===== config.mk =====
export PLATFORM = sky130hd
export DESIGN_NAME = add_arbiter
export DESIGN_NICKNAME = d
export VERILOG_FILES = /design/src/rtl/add_arb_pkg.sv /design/src/rtl/add_arbiter_rr.sv /design/src/rtl/add_arbiter.sv
export SDC_FILE = /design/constraint.sdc
export NUM_CORES = 1
export LEC_CHECK = 0
export CORE_AREA = 2 2 134 136
export DETAILED_ROUTE_END_ITERATION = 6
export DIE_AREA = 0 0 136 138
export DONT_BUFFER_PORTS = 1
export HOLD_SLACK_MARGIN = 0.15
export PLACE_DENSITY_LB_ADDON = 0.2
export REMOVE_ABC_BUFFERS = 1
export SYNTH_ARGS = -nofsm -noshare
export SYNTH_HDL_FRONTEND = slang
export SYNTH_SLANG_ARGS = --single-unit

===== constraint.sdc =====
create_clock -name clk -period 4.5 [get_ports clk]
set_input_delay 0.45 -clock clk [delete_from_list [all_inputs] [get_ports clk]]
set_output_delay 0.45 -clock clk [all_outputs]
set_load 0.05 [all_outputs]

===== src/rtl/add_arb_pkg.sv =====
// Shared constants and the response-FIFO entry type for the add_arbiter slice.
package add_arb_pkg;

    localparam int CREDIT_DEPTH = 2;
    localparam int FIFO_DEPTH   = 2;
    localparam int PERF_CNT_W   = 16;
    localparam int RSP_DATA_W   = 32;
    localparam int RSP_ID_W     = 3;

    typedef struct packed {
        logic [RSP_DATA_W-1:0] data;
        logic [RSP_ID_W-1:0]   id;
        logic                  mode8;
    } rsp_entry_t;

endpackage


===== src/rtl/add_arbiter_rr.sv =====
// Round-robin picker: searches from last_grant+1 upward and returns a one-hot grant
// plus its encoded index; no grant at all while enable is low.
module rr_arbiter #(
    parameter int NUM_REQ  = 4,
    parameter int ID_WIDTH = 2
) (
    input  logic [NUM_REQ-1:0]  valid,
    input  logic                enable,
    input  logic [ID_WIDTH-1:0] last_grant,
    output logic [NUM_REQ-1:0]  grant,
    output logic [ID_WIDTH-1:0] grant_id
);

    logic [ID_WIDTH-1:0] idx_s;
    logic                found_s;

    // first valid requester after the previous winner, wrapping mod NUM_REQ
    always_comb begin
        grant    = {NUM_REQ{1'b0}};
        grant_id = {ID_WIDTH{1'b0}};
        found_s  = 1'b0;
        idx_s    = {ID_WIDTH{1'b0}};
        for (int k = 1; k <= NUM_REQ; k++) begin
            idx_s = ID_WIDTH'((int'(last_grant) + k) % NUM_REQ);
            if (enable && !found_s && valid[idx_s]) begin
                grant[idx_s] = 1'b1;
                grant_id     = idx_s;
                found_s      = 1'b1;
            end else begin
                found_s = found_s;
            end
        end
    end

endmodule


===== src/rtl/add_arbiter.sv =====
// Credit-based round-robin scheduler sharing one registered adder between requesters.
// Optional feature macro: ADD_ARB_PERF_EN (grant/stall counters with perf_sel/perf_data readout).
module add_arbiter
    import add_arb_pkg::*;
#(
    parameter int NUM_REQ   = 4,
    parameter int ID_WIDTH  = 2,
    parameter int IN1_WIDTH = 20,
    parameter int IN2_WIDTH = 32,
    parameter int OUT_WIDTH = 32
) (
    input  logic                           clk,
    input  logic                           reset,
    input  logic [NUM_REQ-1:0]             req_valid,
    output logic [NUM_REQ-1:0]             req_ready,
    input  logic [NUM_REQ-1:0]             req_mode8,
    input  logic [NUM_REQ*IN1_WIDTH-1:0]   req_a,
    input  logic [NUM_REQ*IN2_WIDTH-1:0]   req_b,
    output logic                           add_enable,
    output logic [IN1_WIDTH-1:0]           add_a,
    output logic [IN2_WIDTH-1:0]           add_b,
    output logic                           add_choose_8bit,
    input  logic [OUT_WIDTH-1:0]           add_out,
    output logic                           rsp_valid,
    input  logic                           rsp_ready,
    output logic [OUT_WIDTH-1:0]           rsp_data,
    output logic [ID_WIDTH-1:0]            rsp_id,
    output logic                           rsp_mode8
`ifdef ADD_ARB_PERF_EN
    ,
    input  logic [ID_WIDTH:0]              perf_sel,
    output logic [PERF_CNT_W-1:0]          perf_data
`endif
);

    logic [1:0]          credit_q, credit_d;
    logic [ID_WIDTH-1:0] last_grant_q, last_grant_d;
    logic                infl_valid_q, infl_valid_d;
    logic [ID_WIDTH-1:0] infl_id_q, infl_id_d;
    logic                infl_mode8_q, infl_mode8_d;
    rsp_entry_t          fifo_q [FIFO_DEPTH];
    rsp_entry_t          fifo_d [FIFO_DEPTH];
    logic                wr_ptr_q, wr_ptr_d;
    logic                rd_ptr_q, rd_ptr_d;
    logic [1:0]          count_q, count_d;

    logic                rsp_valid_s, rsp_hs_s, credit_ok_s, issue_s;
    logic [NUM_REQ-1:0]  grant_s;
    logic [ID_WIDTH-1:0] grant_id_s;
    rsp_entry_t          head_s, push_entry_s;

    // a handshake in this cycle frees a slot early, so it also counts as credit
    always_comb begin
        rsp_valid_s = (count_q != 2'd0);
        rsp_hs_s    = rsp_valid_s && rsp_ready;
        credit_ok_s = !reset && ((credit_q != 2'd0) || rsp_hs_s);
    end

    rr_arbiter #(
        .NUM_REQ  (NUM_REQ),
        .ID_WIDTH (ID_WIDTH)
    ) u_rr (
        .valid      (req_valid),
        .enable     (credit_ok_s),
        .last_grant (last_grant_q),
        .grant      (grant_s),
        .grant_id   (grant_id_s)
    );

    // adder-side pins; the mode select follows the in-flight op while its result is on add_out
    always_comb begin
        issue_s    = |grant_s;
        req_ready  = grant_s;
        add_enable = issue_s;
        if (issue_s) begin
            add_a = req_a[grant_id_s*IN1_WIDTH +: IN1_WIDTH];
            add_b = req_b[grant_id_s*IN2_WIDTH +: IN2_WIDTH];
        end else begin
            add_a = {IN1_WIDTH{1'b0}};
            add_b = {IN2_WIDTH{1'b0}};
        end
        if (infl_valid_q) begin
            add_choose_8bit = infl_mode8_q;
        end else if (issue_s) begin
            add_choose_8bit = req_mode8[grant_id_s];
        end else begin
            add_choose_8bit = 1'b0;
        end
    end

    // credit, arbitration pointer and in-flight tracking
    always_comb begin
        case ({issue_s, rsp_hs_s})
            2'b10:   credit_d = credit_q - 2'd1;
            2'b01:   credit_d = credit_q + 2'd1;
            default: credit_d = credit_q;
        endcase
        if (issue_s) begin
            last_grant_d = grant_id_s;
            infl_mode8_d = req_mode8[grant_id_s];
        end else begin
            last_grant_d = last_grant_q;
            infl_mode8_d = 1'b0;
        end
        infl_valid_d = issue_s;
        infl_id_d    = grant_id_s;
    end

    // response FIFO; credits bound occupancy so a push never meets a full FIFO
    always_comb begin
        push_entry_s = '{data: RSP_DATA_W'(add_out), id: RSP_ID_W'(infl_id_q), mode8: infl_mode8_q};
        fifo_d       = fifo_q;
        if (infl_valid_q) begin
            fifo_d[wr_ptr_q] = push_entry_s;
            wr_ptr_d         = ~wr_ptr_q;
        end else begin
            wr_ptr_d = wr_ptr_q;
        end
        if (rsp_hs_s) begin
            rd_ptr_d = ~rd_ptr_q;
        end else begin
            rd_ptr_d = rd_ptr_q;
        end
        count_d = count_q + {1'b0, infl_valid_q} - {1'b0, rsp_hs_s};
    end

    // head presentation; fields read as zero when the FIFO is empty
    always_comb begin
        head_s    = fifo_q[rd_ptr_q];
        rsp_valid = rsp_valid_s;
        if (rsp_valid_s) begin
            rsp_data  = OUT_WIDTH'(head_s.data);
            rsp_id    = ID_WIDTH'(head_s.id);
            rsp_mode8 = head_s.mode8;
        end else begin
            rsp_data  = {OUT_WIDTH{1'b0}};
            rsp_id    = {ID_WIDTH{1'b0}};
            rsp_mode8 = 1'b0;
        end
    end

    // state registers
    always_ff @(posedge clk) begin
        if (reset) begin
            credit_q     <= 2'(CREDIT_DEPTH);
            last_grant_q <= ID_WIDTH'(NUM_REQ - 1);
            infl_valid_q <= 1'b0;
            infl_id_q    <= {ID_WIDTH{1'b0}};
            infl_mode8_q <= 1'b0;
            wr_ptr_q     <= 1'b0;
            rd_ptr_q     <= 1'b0;
            count_q      <= 2'd0;
            for (int i = 0; i < FIFO_DEPTH; i++) begin
                fifo_q[i] <= {$bits(rsp_entry_t){1'b0}};
            end
        end else begin
            credit_q     <= credit_d;
            last_grant_q <= last_grant_d;
            infl_valid_q <= infl_valid_d;
            infl_id_q    <= infl_id_d;
            infl_mode8_q <= infl_mode8_d;
            wr_ptr_q     <= wr_ptr_d;
            rd_ptr_q     <= rd_ptr_d;
            count_q      <= count_d;
            fifo_q       <= fifo_d;
        end
    end

`ifdef ADD_ARB_PERF_EN
    logic [PERF_CNT_W-1:0] grant_cnt_q [NUM_REQ];
    logic [PERF_CNT_W-1:0] grant_cnt_d [NUM_REQ];
    logic [PERF_CNT_W-1:0] stall_cnt_q, stall_cnt_d;
    logic [PERF_CNT_W-1:0] perf_data_q, perf_data_d;

    // saturating grant/stall counters and the registered readout mux
    always_comb begin
        for (int i = 0; i < NUM_REQ; i++) begin
            if (grant_s[i] && (grant_cnt_q[i] != {PERF_CNT_W{1'b1}})) begin
                grant_cnt_d[i] = grant_cnt_q[i] + {{(PERF_CNT_W-1){1'b0}}, 1'b1};
            end else begin
                grant_cnt_d[i] = grant_cnt_q[i];
            end
        end
        if ((|req_valid) && !credit_ok_s && (stall_cnt_q != {PERF_CNT_W{1'b1}})) begin
            stall_cnt_d = stall_cnt_q + {{(PERF_CNT_W-1){1'b0}}, 1'b1};
        end else begin
            stall_cnt_d = stall_cnt_q;
        end
        if (perf_sel < (ID_WIDTH+1)'(NUM_REQ)) begin
            perf_data_d = grant_cnt_q[perf_sel[ID_WIDTH-1:0]];
        end else if (perf_sel == (ID_WIDTH+1)'(NUM_REQ)) begin
            perf_data_d = stall_cnt_q;
        end else begin
            perf_data_d = {PERF_CNT_W{1'b0}};
        end
    end

    // performance registers
    always_ff @(posedge clk) begin
        if (reset) begin
            for (int i = 0; i < NUM_REQ; i++) begin
                grant_cnt_q[i] <= {PERF_CNT_W{1'b0}};
            end
            stall_cnt_q <= {PERF_CNT_W{1'b0}};
            perf_data_q <= {PERF_CNT_W{1'b0}};
        end else begin
            grant_cnt_q <= grant_cnt_d;
            stall_cnt_q <= stall_cnt_d;
            perf_data_q <= perf_data_d;
        end
    end

    assign perf_data = perf_data_q;
`endif

endmodule

# == Yosys cells after proc, flatten, opt, wreduce, memory -nomap -nowiden ==
# Index checks and enable logic that the tools add are counted.
# word_totals
reg_bits,84
input_bits,251
output_inout_bits,94
word_cells,112
# op_classes
add_sub_neg,8
n_mul,1
n_lt_le_gt_ge,12
eq_ne,2
n_shift,2
muxes,43
bitwise,7
n_reduce_logical,23
# ops
cell,n
36-bit 2-to-1 mux,4
128-bit by 8-bit variable part select with 32-bit output,1
80-bit by 8-bit variable part select with 20-bit output,1
72-bit bitwise mux,1
32-bit 2-to-1 mux,2
36-bit demux with 1-bit select,1
20-bit 2-to-1 mux,1
4-bit 2-to-1 mux,4
2-bit by 3-bit < comparator with 1-bit output (second input constant),5
1-bit 2-to-1 mux,15
1-bit logical AND,14
4-bit bitwise OR,3
1-bit binary-select mux with 2-bit select,5
2-bit 2-to-1 mux,5
1-bit demux with 2-bit select,4
2-bit by 1-bit greater-or-equal comparator with 1-bit output (second input constant),4
2-bit by 1-bit adder with 2-bit output (second input constant),3
2-bit nonzero test,3
2-bit by 3-bit multiplier with 5-bit output (second input constant),1
2-bit adder (second input constant),2
2-bit greater-or-equal comparator (second input constant),2
1-bit logical NOT,4
1-bit NOT with 2-bit output,2
2-bit one-hot mux with 2 select lines,1
9 further kinds,10

# == Logic depth before layout (Yosys ltp) ==
# Gate-level depths: netlist (run 1).
# depth
word_depth,22
ltp_mapped,14
mapped_depth_nobuf,11

# == Modules after synthesis ==
# From an unflattened synthesis (run 1), not the netlist that was laid out.
# hier_totals
hier_cells,646
hier_area_um2,5723.0
# modules_own_cells
module,instances,cells_each,area_per_inst_um2,seq_area_each_um2
add_arbiter,1,564,5132.4,1641.6
rr_arbiter,1,82,590.6,0.0

# == Least setup slack after synthesis (run 1) ==
# OpenSTA, ideal clock, no wires.
# synth_path
path_type,reg-to-output
from,register last_grant_q[1]
to,output port add_a[0]
t_arrival_ps,4305
required_time_ps,4050
slack_ps,-255
path_stages_with_launch,15
path_buffers,5
path_cell_list,dfxtp_1 > clkbuf_1 > inv_1 > ha_1 > clkbuf_1 > o21ai_0 > a21oi_1 > nor3_1 > or4_1 > clkbuf_1 > clkinv_1 > buf_2 > buf_2 > nand2_1 > a311oi_1
# synth_via
elab_chain_cells,20
elab_cells_between_ends,60
classes_between,add/sub: 4; mul: 1; order compare: 8; shift: 1; mux: 28; bitwise: 3; reduce/logical: 15
# synth_rtl
element,line,rtl
from (decl),add_arbiter.sv:37,"logic [ID_WIDTH-1:0] last_grant_q, last_grant_d;"
from (signal assigned),add_arbiter.sv:146,last_grant_q <= ID_WIDTH'(NUM_REQ - 1);
from (signal assigned),add_arbiter.sv:158,last_grant_q <= last_grant_d;
2-bit by 1-bit adder with 2-bit output,add_arbiter_rr.sv:24,idx_s = ID_WIDTH'((int'(last_grant) + k) % NUM_REQ);
1-bit binary-select mux with 2-bit select,add_arbiter_rr.sv:25,if (enable && !found_s && valid[idx_s]) begin
1-bit 2-to-1 mux (implied by the code),add_arbiter_rr.sv:25,
1-bit logical AND,add_arbiter_rr.sv:25,
1-bit 2-to-1 mux,add_arbiter_rr.sv:25,
1-bit logical NOT,add_arbiter_rr.sv:25,
1-bit logical AND (2 in series),add_arbiter_rr.sv:25,
1-bit 2-to-1 mux,add_arbiter_rr.sv:25,
1-bit logical NOT,add_arbiter_rr.sv:25,
1-bit logical AND (2 in series),add_arbiter_rr.sv:25,
1-bit 2-to-1 mux,add_arbiter_rr.sv:25,
1-bit logical NOT,add_arbiter_rr.sv:25,
1-bit logical AND (2 in series),add_arbiter_rr.sv:25,
2-bit 2-to-1 mux,add_arbiter_rr.sv:25,
2-bit by 3-bit multiplier with 5-bit output,add_arbiter.sv:76,add_a = req_a[grant_id_s*IN1_WIDTH +: IN1_WIDTH];
80-bit by 8-bit variable part select with 20-bit output,add_arbiter.sv:76,
20-bit 2-to-1 mux (*),add_arbiter.sv:75,if (issue_s) begin
to (decl),add_arbiter.sv:20,"output logic [IN1_WIDTH-1:0] add_a,"
# Every way passes the cells marked *; elsewhere a longest branch is shown, timed or not. The select of a mux whose other input is x is not followed.

# == Final worst setup path (run 1) ==
# layout_path
from,register last_grant_q[1]
to,output port add_a[18]
# Same word-level chain as after synthesis.

==> flow_summary.rst, run 1 <==
.. list-table::
   :header-rows: 1

   * - Metric
     - Value
   * - Area fraction in compound gates after synthesis
     - 0.247
   * - Slew of the pin with the lowest slew margin
     - 1.02 ns
   * - Via density per instance
     - 5.50
   * - Net count of the finished layout
     - 1073
   * - Simple-gate share of the synthesized area
     - 0.280
   * - Outcome
     - complete, no violations
   * - Final worst-path cycle share
     - 0.939
   * - Synth Warn #
     - 0
   * - Number of clock sinks
     - 82
   * - Reg-to-Reg End
     - credit_q[1]$_SDFFE_PP1P_
   * - Number of endpoints with negative hold slack in the final report
     - 0
   * - Number of endpoints failing setup at the final stage
     - 0
   * - Async SR Flop Fraction
     - 0
   * - Die area
     - 18800 µm²
   * - Clock slew seen by the registers of the worst setup and hold paths
     - 0.05 ns
   * - Largest net degree at the start of global routing
     - 80
   * - Utilization of the core after routing
     - 0.396
   * - Largest family of logic cells by synthesized area
     - simple AND/OR/NAND/NOR gates
   * - Number of cells on the worst hold path
     - 1
   * - Number of standard cells in the final layout excluding fillers
     - 1046
   * - Length of routed wiring on met1
     - 8.04 mm
   * - Max-cap check violation count
     - 0
   * - Filler cells
     - 1850
   * - Clock buffer count from CTS
     - 9
   * - Ordered cell list for the critical path
     - inv_1, ha_1, buf_4, mux2i_1, o41ai_1, or4_2, buf_4, and2_1, a211oi_1, a311oi_2, buf_4
   * - Multiplexer area fraction after synthesis
     - 0.0890
   * - Number of top-level pins
     - 345
   * - Kind of launch point of the worst setup path
     - register
   * - Total congestion overflow after global routing
     - 0
   * - Post-synthesis average cell area
     - 7.07 µm²
   * - Via count of the first global-routing pass
     - 5568
   * - Arrival time at the worst endpoint
     - 3.78 ns
   * - Port Buf Inserts
     - 0
   * - Std-Cell Core Area
     - 17500 µm²
   * - Area share of the largest cell type after synthesis
     - 0.290
   * - Sequential element share of the synthesized area
     - 0.290
   * - Wire length after detailed routing
     - 20.2 mm
   * - Top routing layer in use
     - met4
   * - Cell area after placement
     - 6640 µm²
   * - Drt drc
     - 0
   * - Reported leakage power
     - 0.00252 µW
   * - Type of the most critical hold path
     - in -> reg
   * - Startpoint of the most critical register-to-register path
     - last_grant_q[1]$_SDFFE_PP1P_
   * - Total via count in the routed design
     - 5755
   * - Post-detailed-placement half-perimeter wirelength
     - 15.0 mm
   * - FMAX
     - 0.237 GHz
   * - Crit-path leading delay family
     - buffers and inverters
   * - RSZ-0062 raised after global routing
     - false
   * - Startpoint of the most critical hold path
     - reset
   * - Highest cell delay on the worst timing path
     - 0.72 ns
   * - Total met2 wirelength after detailed routing
     - 9.80 mm
   * - Number of core rows
     - 49
   * - Clock tree from TritonCTS
     - built
   * - Relative area change from synthesis to final layout
     - 22.8%
   * - Critical path fanouts, max
     - 57
   * - Maximum vdd ir drop
     - 0.597 mV
   * - Post-synth EDFFs
     - 0
   * - Kind of end point of the critical path
     - output pin
   * - WL met3
     - 1.86 mm
   * - Post-CTS Hold Buffers
     - 0
   * - Hold Path End
     - fifo_q[14]$_SDFFE_PP0P_
   * - Fraction of layout cells with a size suffix above 1
     - 0.195
   * - Top cell by count, worst path
     - buf_4
   * - Final Critical Period
     - 4.23 ns
   * - Number of buffer and inverter instances along the worst setup path
     - 4
   * - First-pass DRT Iterations
     - 4
   * - Crit path kind
     - reg -> out
   * - Library cell used as clock root buffer
     - clkbuf_16
   * - Library cell occupying the most area in the post-synthesis netlist
     - dfxtp_1
   * - Initial standard-cell utilization of the core
     - 0.322
   * - Remaining antenna violation count
     - 0
   * - Setup slack after placement
     - 0.419 ns
   * - Buffer levels on the longest clock path
     - 2
   * - Post-layout worst setup margin
     - 0.275 ns
   * - Routed length per instance
     - 19.3 µm
   * - Overall routing resource usage
     - 0.208
   * - Post-Synth Adder-Cell Area
     - 0.0243
   * - Required time worst endpoint
     - 4.05 ns
   * - Final instance area
     - 6940 µm²
   * - Top_reg_cell synth
     - dfxtp_1
   * - Floorplan die width
     - 136 µm
   * - CP max stage cell
     - or4_2
   * - Post-Synth XOR/XNOR Area
     - 0.00775
   * - Number of synthesized register bits
     - 82
   * - 1st-iter DRT viols
     - 250
   * - Placer congestion estimate
     - 0.857
   * - Number of pins with negative max-slew slack in the final report
     - 0
   * - Slew headroom
     - 0.320
   * - Post-Syn Area
     - 5650 µm²
   * - H-tree lvl count
     - 3
   * - Chip Height
     - 138 µm
   * - Library cells used by synthesis
     - 39
   * - Instance count of the mapped netlist
     - 800
   * - Path depth of the worst reg2reg path
     - 11
   * - Power density of the placed cells
     - 1040 nW/µm²
   * - Antenna violations before repair
     - 2
   * - Number of cells in the design after placement
     - 1029
   * - Clock network latency to the later pin of the worst-skew pair
     - 0.34 ns
   * - Clock Skew
     - 0.00356 ns
   * - Main area contributors after synthesis
     - dfxtp_1, nand2_1, a311oi_1, mux2i_1, a211oi_1
   * - Global-route wire length before repair
     - 30.9 mm
   * - Reg2reg setup slack
     - 0.63 ns
==> worst register-to-register path, cell delays in order (launching register included) <==
cell     delay, ns
dfxtp_2       0.47
inv_1         0.20
ha_1          0.39
buf_4         0.18
mux4_2        0.39
a221o_1       0.38
a32o_1        0.31
nor4_4        0.35
buf_4         0.21
ha_1          0.27
o21ai_0       0.16
or3b_2        0.44
==> synth_stat cells (2+ instances only) <==
master    count
nor3_1        4
buf_2         8
a211oi_1     52
dfxtp_1      82
nand2b_1      6
a32o_1        4
a311oi_1     52
xor2_1        4
a21oi_1      73
a221o_1       4
a221oi_1      2
clkbuf_1     67
nor2_1       48
mux4_2        4
inv_1        11
ha_1         11
o211ai_1      2
nand2_1     250
o21ai_0       3
nor2b_1       3
and2_1       53
mux2_2        2
mux2i_1      39
==> per-stage QoR <==
stage          hold slack (ns)  total power (µW)  TNS [ns]
2_1_floorplan            0.426              4600   -190.90
3_3_place_gp             0.435              6510         0
3_5_place_dp             0.439              6510         0
4_1_cts                  0.166              7270         0
5_1_grt                  0.166              7640         0
6_report                 0.174              7210         0
==> metal layers <==
layer | GRT usage | up-vias
li1 | - | 2806
met1 | 0.252 | 2688
met2 | 0.340 | 229
met3 | 0.0719 | 32
met4 | 0.0729 | 0
met5 | 0 | -
==> final cells by class <==
class                   instances  area [µm²]  area share
multi-input cells             629        4010       0.578
clock inverters                 2        35.0     0.00505
diodes                          1        2.50    0.000360
well taps                     229         287      0.0413
clock buffers                  14         264      0.0380
repair buffers                 77         653      0.0941
flip-flops and latches         82        1640       0.237
inverters                      12        46.3     0.00667
==> worst max-delay path by stage <==
stage / from / endpoint / cells after the start / slack, ns
after floorplan: last_grant_q[0]$_SDFFE_PP1P_ / add_a[0] / 7 / -3.44
after global placement: last_grant_q[1]$_SDFFE_PP1P_ / add_b[30] / 11 / 0.46
after detailed placement: last_grant_q[1]$_SDFFE_PP1P_ / add_b[30] / 11 / 0.42
after CTS: last_grant_q[1]$_SDFFE_PP1P_ / add_b[30] / 11 / 0.03
after global routing: last_grant_q[1]$_SDFFE_PP1P_ / add_b[26] / 11 / 0.0002
final: last_grant_q[1]$_SDFFE_PP1P_ / add_a[18] / 11 / 0.27
==> state kept, by name, indices dropped and copies added, names as in the netlist <==
| register | count |
|---|---|
| credit_q | 2 |
| rd_ptr_q | 1 |
| count_q | 2 |
| fifo_q | 70 |
| infl_id_q | 2 |
| last_grant_q | 2 |
| infl_mode8_q | 1 |
| infl_valid_q | 1 |
| wr_ptr_q | 1 |
==> cell families after synthesis <==
group | count (synthesis)
buffers and inverters | 89
XOR/XNOR | 5
AO/OA/AOI/OAI | 199
flip-flops | 82
AND/OR/NAND/NOR | 369
multiplexers | 45
adder cells (fa/ha/maj) | 11
==> power breakdown <==
group / total (µW) / switching, µW / internal (µW)
sequential: 1030 / 140 / 891
clock: 738 / 278 / 460
combinational: 5440 / 3760 / 1680
==> placed cells by master (no fill, tap or decap), types with 3 or more instances in the layout <==
cell type | Yosys | routed
a211oi_1 | 52 | 52
a21oi_1 | 73 | 72
a221o_1 | 4 | 4
a311oi_2 | 0 | 52
a32o_1 | 4 | 4
and2_1 | 53 | 53
buf_12 | 0 | 6
buf_4 | 1 | 71
clkbuf_1 | 67 | 3
clkbuf_16 | 0 | 9
dfxtp_1 | 82 | 80
ha_1 | 11 | 11
inv_1 | 11 | 11
mux2i_1 | 39 | 39
mux4_2 | 4 | 4
nand2_1 | 250 | 250
nand2b_1 | 6 | 6
nor2_1 | 48 | 47
nor3_1 | 4 | 4
o21ai_0 | 3 | 3
xor2_1 | 4 | 4
==> timing repair <==
action	CTS	global route
endpoints found under the setup margin	0	53
resized for setup	0	1
setup buffers	0	0
Power figures use the tool's default switching activity.
==> inputs of run 2 (changes only) <==
--- a/config.mk
+++ b/config.mk
@@ -9,8 +9,10 @@
 export DETAILED_ROUTE_END_ITERATION = 6
 export DIE_AREA = 0 0 136 138
 export DONT_BUFFER_PORTS = 1
+export GPL_ROUTABILITY_DRIVEN = 0
 export HOLD_SLACK_MARGIN = 0.15
 export PLACE_DENSITY_LB_ADDON = 0.2
+export RECOVER_POWER = 50
 export REMOVE_ABC_BUFFERS = 1
 export SYNTH_ARGS = -nofsm -noshare
 export SYNTH_HDL_FRONTEND = slang
==> run 2 against run 1 <==
  * The run now ends with max-capacitance violations, max-slew violations left
  * Critical path depth is the same
  * Via count grew 0.97%
  * Global-route usage is the same
  * Hold slack gained 0.0015 ns
  * Final cell count is the same
  * Register-to-register slack is essentially flat
  * Utilization shrank 0.078 points
  * Power is essentially flat
  * Wire length shrank 0.12%
  * Non-clock buffer count is the same
  * Largest power group unchanged
==> flow_summary.rst, run 2 (synthesis results as in run 1) <==
.. list-table::
   :header-rows: 1

   * - Metric
     - Value
   * - Library cell used as clock root buffer
     - clkbuf_16
   * - Post-layout worst setup margin
     - 0.264 ns
   * - Largest register by flop count
     - fifo_q
   * - Total congestion overflow after global routing
     - 0
   * - Outcome
     - finished with violations
   * - Final worst-path cycle share
     - 0.941
   * - Max-cap check violation count
     - 1
   * - 1st-iter DRT viols
     - 266
   * - CP max stage cell
     - or4_2
   * - Port Buf Inserts
     - 0
   * - Number of standard cells in the final layout excluding fillers
     - 1046
   * - First-pass DRT Iterations
     - 4
   * - Number of pins with negative max-slew slack in the final report
     - 29
   * - Via density per instance
     - 5.56
   * - Floorplan die width
     - 136 µm
   * - Required time worst endpoint
     - 4.05 ns
   * - Reported leakage power
     - 0.00251 µW
   * - Ordered cell list for the critical path
     - inv_1, ha_1, buf_4, mux2i_1, o41ai_1, or4_2, buf_4, and2_1, a211oi_1, a311oi_2, buf_4
   * - Clock network latency to the later pin of the worst-skew pair
     - 0.34 ns
   * - Combinational share of power
     - 0.755
   * - Number of flip-flops under the largest register name
     - 70
   * - Via count of the first global-routing pass
     - 5568
   * - Most common cell after layout, fill and taps aside
     - nand2_1
   * - Filler cells
     - 1854
   * - Post-CTS Hold Buffers
     - 0
   * - Critical path fanouts, max
     - 57
   * - Number of endpoints failing setup at the final stage
     - 0
   * - Std-Cell Core Area
     - 17500 µm²
   * - Chip Height
     - 138 µm
   * - RSZ-0062 raised after global routing
     - false
   * - Post-CTS Repair Setup Buffers
     - 0
   * - Fraction of power spent switching nets
     - 0.580
   * - Overall routing resource usage
     - 0.208
   * - Total net switching power
     - 4180 µW
   * - Largest net degree at the start of global routing
     - 80
   * - Slew headroom
     - -0.177
   * - Antenna violations before repair
     - 2
   * - Initial standard-cell utilization of the core
     - 0.322
   * - Clock tree from TritonCTS
     - built
   * - Remaining antenna violation count
     - 0
   * - Drt drc
     - 0
   * - Arrival time at the worst endpoint
     - 3.79 ns
   * - Number of cells in the design after placement
     - 1029
   * - Violated checks
     - max-capacitance violations, max-slew violations
   * - Clock slew seen by the registers of the worst setup and hold paths
     - 0.05 ns
   * - Share of power burned in the clock network
     - 0.102
   * - Setup slack after placement
     - 0.419 ns
   * - Most frequent cells in the layout
     - nand2_1, dfxtp_1, a21oi_1
   * - Number of endpoints with negative hold slack in the final report
     - 0
   * - Final Critical Period
     - 4.24 ns
   * - Highest cell delay on the worst timing path
     - 0.72 ns
   * - Sequential group share of total power
     - 0.143
   * - FMAX
     - 0.236 GHz
   * - H-tree lvl count
     - 3
   * - Maximum vdd ir drop
     - 0.597 mV
   * - Wire length after detailed routing
     - 20.2 mm
   * - Global-route wire length before repair
     - 30.9 mm
   * - Worst hold-check slack
     - 0.176 ns
   * - Number of buffer and inverter instances along the worst setup path
     - 4
   * - Utilization of the core after routing
     - 0.395
   * - Buffer levels on the longest clock path
     - 2
   * - Crit-path leading delay family
     - simple AND/OR/NAND/NOR gates
   * - Type of the most critical hold path
     - in -> reg
   * - Routed length per instance
     - 19.3 µm
   * - Number of top-level pins
     - 345
   * - Power density of the placed cells
     - 1040 nW/µm²
   * - Kind of end point of the critical path
     - output pin
   * - Die area
     - 18800 µm²
   * - Fraction of layout cells with a size suffix above 1
     - 0.189
   * - Internal power component
     - 3030 µW
   * - Clock Skew
     - 0.00342 ns
   * - Kind of launch point of the worst setup path
     - register
   * - Net count of the finished layout
     - 1073
   * - Top cell by count, worst path
     - buf_4
   * - Clock buffer count from CTS
     - 9
   * - Number of core rows
     - 49
   * - Post-detailed-placement half-perimeter wirelength
     - 15.0 mm
   * - Total via count in the routed design
     - 5811
   * - Crit path kind
     - reg -> out
   * - Slew of the pin with the lowest slew margin
     - 1.76 ns
   * - Number of clock sinks
     - 82
   * - Relative area change from synthesis to final layout
     - 22.6%
-- run 2: metrics by stage --
| step | power, µW | instance area (µm²) | TNS (ns) |
|---|---|---|---|
| after floorplan | 4600 | 5350 | -190.90 |
| after global placement | 6510 | 6640 | 0 |
| after detailed placement | 6510 | 6640 | 0 |
| after CTS | 7270 | 6940 | 0 |
| after global routing | 7640 | 6930 | 0 |
| final | 7200 | 6930 | 0 |
-- run 2: layer usage --
metal / vias to the layer above / routed length [µm] / global-route usage
li1: 2810 / - / -
met1: 2720 / 7940 / 0.252
met2: 246 / 9820 / 0.340
met3: 35 / 1900 / 0.0719
met4: 0 / 495 / 0.0729
met5: - / 0 / 0
-- run 2: area by class of cell --
class                      instances  area, µm²  area share
clock buffer                      14        264      0.0381
clock inverter                     2       35.0     0.00506
antenna                            1       2.50    0.000361
sequential                        82       1640       0.237
multi-input combinational        629       4010       0.578
tap                              229        287      0.0414
timing repair buffer              77        646      0.0932
inverter                          12       46.3     0.00668
-- run 2: power by group through the flow --
stage / clock network [µW] / registers, µW / logic (µW)
after CTS: 759 / 1030 / 5480
final: 738 / 1030 / 5440
after detailed placement: 0 / 1050 / 5470
after global routing: 792 / 1050 / 5800
after floorplan: 0 / 1030 / 3570
after global placement: 0 / 1040 / 5470
-- run 2: path summary, 6_finish.rpt --
path / startpoint / endpoint / slack [ns] / cells after the start
worst max-delay path: last_grant_q[1]$_SDFFE_PP1P_ / add_b[15] / 0.26 / 11
worst min-delay path: reset / fifo_q[14]$_SDFFE_PP0P_ / 0.18 / 1
worst max register to register: last_grant_q[1]$_SDFFE_PP1P_ / credit_q[1]$_SDFFE_PP1P_ / 0.63 / 11
worst min register to register: infl_id_q[1]$_SDFF_PP0_ / fifo_q[38]$_SDFFE_PP0P_ / 0.44 / 2
-- run 2: timing repair --
action / in CTS / in global routing
gates resized for setup: 0 / 1
endpoints found under the setup margin: 0 / 53
endpoints found under the hold margin: 0 / 0
==> inputs of run 3 (changes only) <==
--- a/config.mk
+++ b/config.mk
@@ -5,9 +5,9 @@
 export SDC_FILE = /design/constraint.sdc
 export NUM_CORES = 1
 export LEC_CHECK = 0
-export CORE_AREA = 2 2 134 136
+export CORE_MARGIN = 4
+export CORE_UTILIZATION = 35
 export DETAILED_ROUTE_END_ITERATION = 6
-export DIE_AREA = 0 0 136 138
 export DONT_BUFFER_PORTS = 1
 export GPL_ROUTABILITY_DRIVEN = 0
 export HOLD_SLACK_MARGIN = 0.15
==> run 3 against run 2 <==
  * The flow still finishes with violations (max-capacitance violations, max-slew violations)
  * Count of clock-buffer cells in the layout fell by 4
  * Clock skew increased by 0.0035 ns
  * Hold slack better by 0.012 ns
  * Sequential power barely moved
  * Final area is essentially flat
==> flow_summary.rst, run 3 (synthesis results as in run 1) <==
.. list-table::
   :header-rows: 1

   * - Metric
     - Value
   * - Number of endpoints failing setup at the final stage
     - 0
   * - Combinational share of power
     - 0.751
   * - Net count of the finished layout
     - 1067
   * - Required time worst endpoint
     - 4.05 ns
   * - Via count of the first global-routing pass
     - 5496
   * - CP max stage cell
     - ha_2
   * - Total congestion overflow after global routing
     - 0
   * - Number of top-level pins
     - 345
   * - Clock buffer count from CTS
     - 9
   * - 1st-iter DRT viols
     - 395
   * - Startpoint of the most critical register-to-register path
     - last_grant_q[1]$_SDFFE_PP1P_
   * - Power density of the placed cells
     - 1060 nW/µm²
   * - Max-cap check violation count
     - 3
   * - Routed length per instance
     - 20.9 µm
   * - Drt drc
     - 0
   * - Sequential group share of total power
     - 0.143
   * - Maximum vdd ir drop
     - 0.663 mV
   * - Arrival time at the worst endpoint
     - 3.74 ns
   * - Via density per instance
     - 5.70
   * - Critical path fanouts, max
     - 44
   * - Overall routing resource usage
     - 0.217
   * - Type of the most critical hold path
     - in -> reg
   * - FMAX
     - 0.239 GHz
   * - Kind of end point of the critical path
     - output pin
   * - Highest cell delay on the worst timing path
     - 0.49 ns
   * - Antenna violations before repair
     - 0
   * - Clock slew seen by the registers of the worst setup and hold paths
     - 0.06 ns
   * - Crit path kind
     - reg -> out
   * - Largest net degree at the start of global routing
     - 108
   * - Die area
     - 18200 µm²
   * - Number of cells on the worst hold path
     - 1
   * - Hold Path End
     - fifo_q[52]$_SDFFE_PP0P_
   * - Count of inserted antenna diode cells
     - 0
   * - Buffer levels on the longest clock path
     - 2
   * - Path depth of the worst reg2reg path
     - 9
   * - Internal power component
     - 3090 µW
   * - Outcome
     - finished with violations
   * - Most common cell after layout, fill and taps aside
     - nand2_1
   * - Number of pins with negative max-slew slack in the final report
     - 110
   * - Violated checks
     - max-capacitance violations, max-slew violations
   * - Number of endpoints with negative hold slack in the final report
     - 0
   * - First-pass DRT Iterations
     - 6
   * - Clock tree from TritonCTS
     - built
   * - Number of buffer and inverter instances along the worst setup path
     - 3
   * - Largest register by flop count
     - fifo_q
   * - Relative area change from synthesis to final layout
     - 22.6%
   * - Reg-to-Reg End
     - credit_q[1]$_SDFFE_PP1P_
   * - Setup slack after placement
     - 0.427 ns
   * - Number of flip-flops under the largest register name
     - 70
   * - Worst hold-check slack
     - 0.187 ns
   * - Wire length after detailed routing
     - 21.4 mm
   * - Total via count in the routed design
     - 5848
   * - RSZ-0062 raised after global routing
     - false
   * - Reported leakage power
     - 0.00249 µW
   * - Final Critical Period
     - 4.19 ns
   * - Clock Skew
     - 0.00690 ns
   * - Clock network latency to the later pin of the worst-skew pair
     - 0.33 ns
   * - Startpoint of the most critical hold path
     - reset
   * - Crit-path leading delay family
     - compound AO/OA/AOI/OAI gates
   * - Fraction of layout cells with a size suffix above 1
     - 0.185
   * - Total power after layout
     - 7360 µW
   * - Fraction of power spent switching nets
     - 0.581
   * - Floorplan die width
     - 135 µm
   * - Ordered cell list for the critical path
     - inv_1, ha_2, mux4_2, a221o_1, a32o_1, nor4_4, buf_12, a311oi_2, buf_4
   * - Reg2reg setup slack
     - 0.70 ns
   * - Slew headroom
     - -0.527
   * - Post-layout worst setup margin
     - 0.308 ns
   * - Number of gates on the worst path with buffers counted
     - 9
   * - Final worst-path cycle share
     - 0.932
   * - Library cell used as clock root buffer
     - clkbuf_16
   * - Remaining antenna violation count
     - 0
   * - Initial standard-cell utilization of the core
     - 0.357
   * - Slew of the pin with the lowest slew margin
     - 2.29 ns
   * - Kind of launch point of the worst setup path
     - register
   * - Most frequent cells in the layout
     - nand2_1, dfxtp_1, a21oi_1
   * - Final TNS setup
     - 0 ns
   * - Global-route wire length before repair
     - 31.5 mm
   * - Port Buf Inserts
     - 0
   * - Post-detailed-placement half-perimeter wirelength
     - 16.0 mm
   * - Post-CTS Repair Setup Buffers
     - 0
   * - Number of core rows
     - 46
   * - Share of power burned in the clock network
     - 0.106
   * - Number of clock sinks
     - 82
   * - Std-Cell Core Area
     - 15800 µm²
   * - Chip Height
     - 135 µm
   * - H-tree lvl count
     - 3
   * - Total net switching power
     - 4280 µW
-- run 3: final cells by class --
| type | instances | area, µm² |
|---|---|---|
| timing repair buffer | 71 | 643 |
| clock inverter | 6 | 90.1 |
| inverter | 12 | 45.0 |
| fill | 1601 | 8900 |
| tap | 216 | 270 |
| multi-input combinational | 629 | 4010 |
| clock buffer | 10 | 229 |
| sequential | 82 | 1640 |
-- run 3: what timing repair did --
item,CTS,global route
hold buffers,0,0
setup endpoints to repair,0,54
gates resized for setup,0,2
-- run 3: layer usage --
metal	part of all wire	GRT usage
met5	0	0
met4	0.025	0.0610
met3	0.078	0.0697
met2	0.52	0.377
met1	0.38	0.258
-- run 3: power by group through the flow --
stage / Clock (µW) / Sequential [µW] / Combinational [µW]
final: 782 / 1050 / 5530
after floorplan: 0 / 1030 / 3570
after CTS: 799 / 1050 / 5570
after global placement: 0 / 1060 / 5460
after global routing: 828 / 1070 / 5860
after detailed placement: 0 / 1070 / 5550
-- run 3: worst max-delay path by stage --
stage | start | to | slack, ns
global placement | last_grant_q[1]$_SDFFE_PP1P_ | add_b[7] | 0.51
detailed placement | last_grant_q[1]$_SDFFE_PP1P_ | add_b[10] | 0.43
finish | last_grant_q[1]$_SDFFE_PP1P_ | add_b[10] | 0.31
floorplan | last_grant_q[0]$_SDFFE_PP1P_ | add_a[0] | -3.44
global route | last_grant_q[1]$_SDFFE_PP1P_ | add_b[6] | 0.14
CTS | last_grant_q[1]$_SDFFE_PP1P_ | add_b[20] | 0.06
-- run 3: metrics by stage --
stage / utilization / cells / cell area (µm²)
final: 0.438 / 1026 / 6930
after global routing: 0.438 / 1026 / 6930
after CTS: 0.439 / 1026 / 6950
after detailed placement: 0.419 / 1010 / 6630
after global placement: 0.419 / 1010 / 6630
after floorplan: - / 723 / 5350
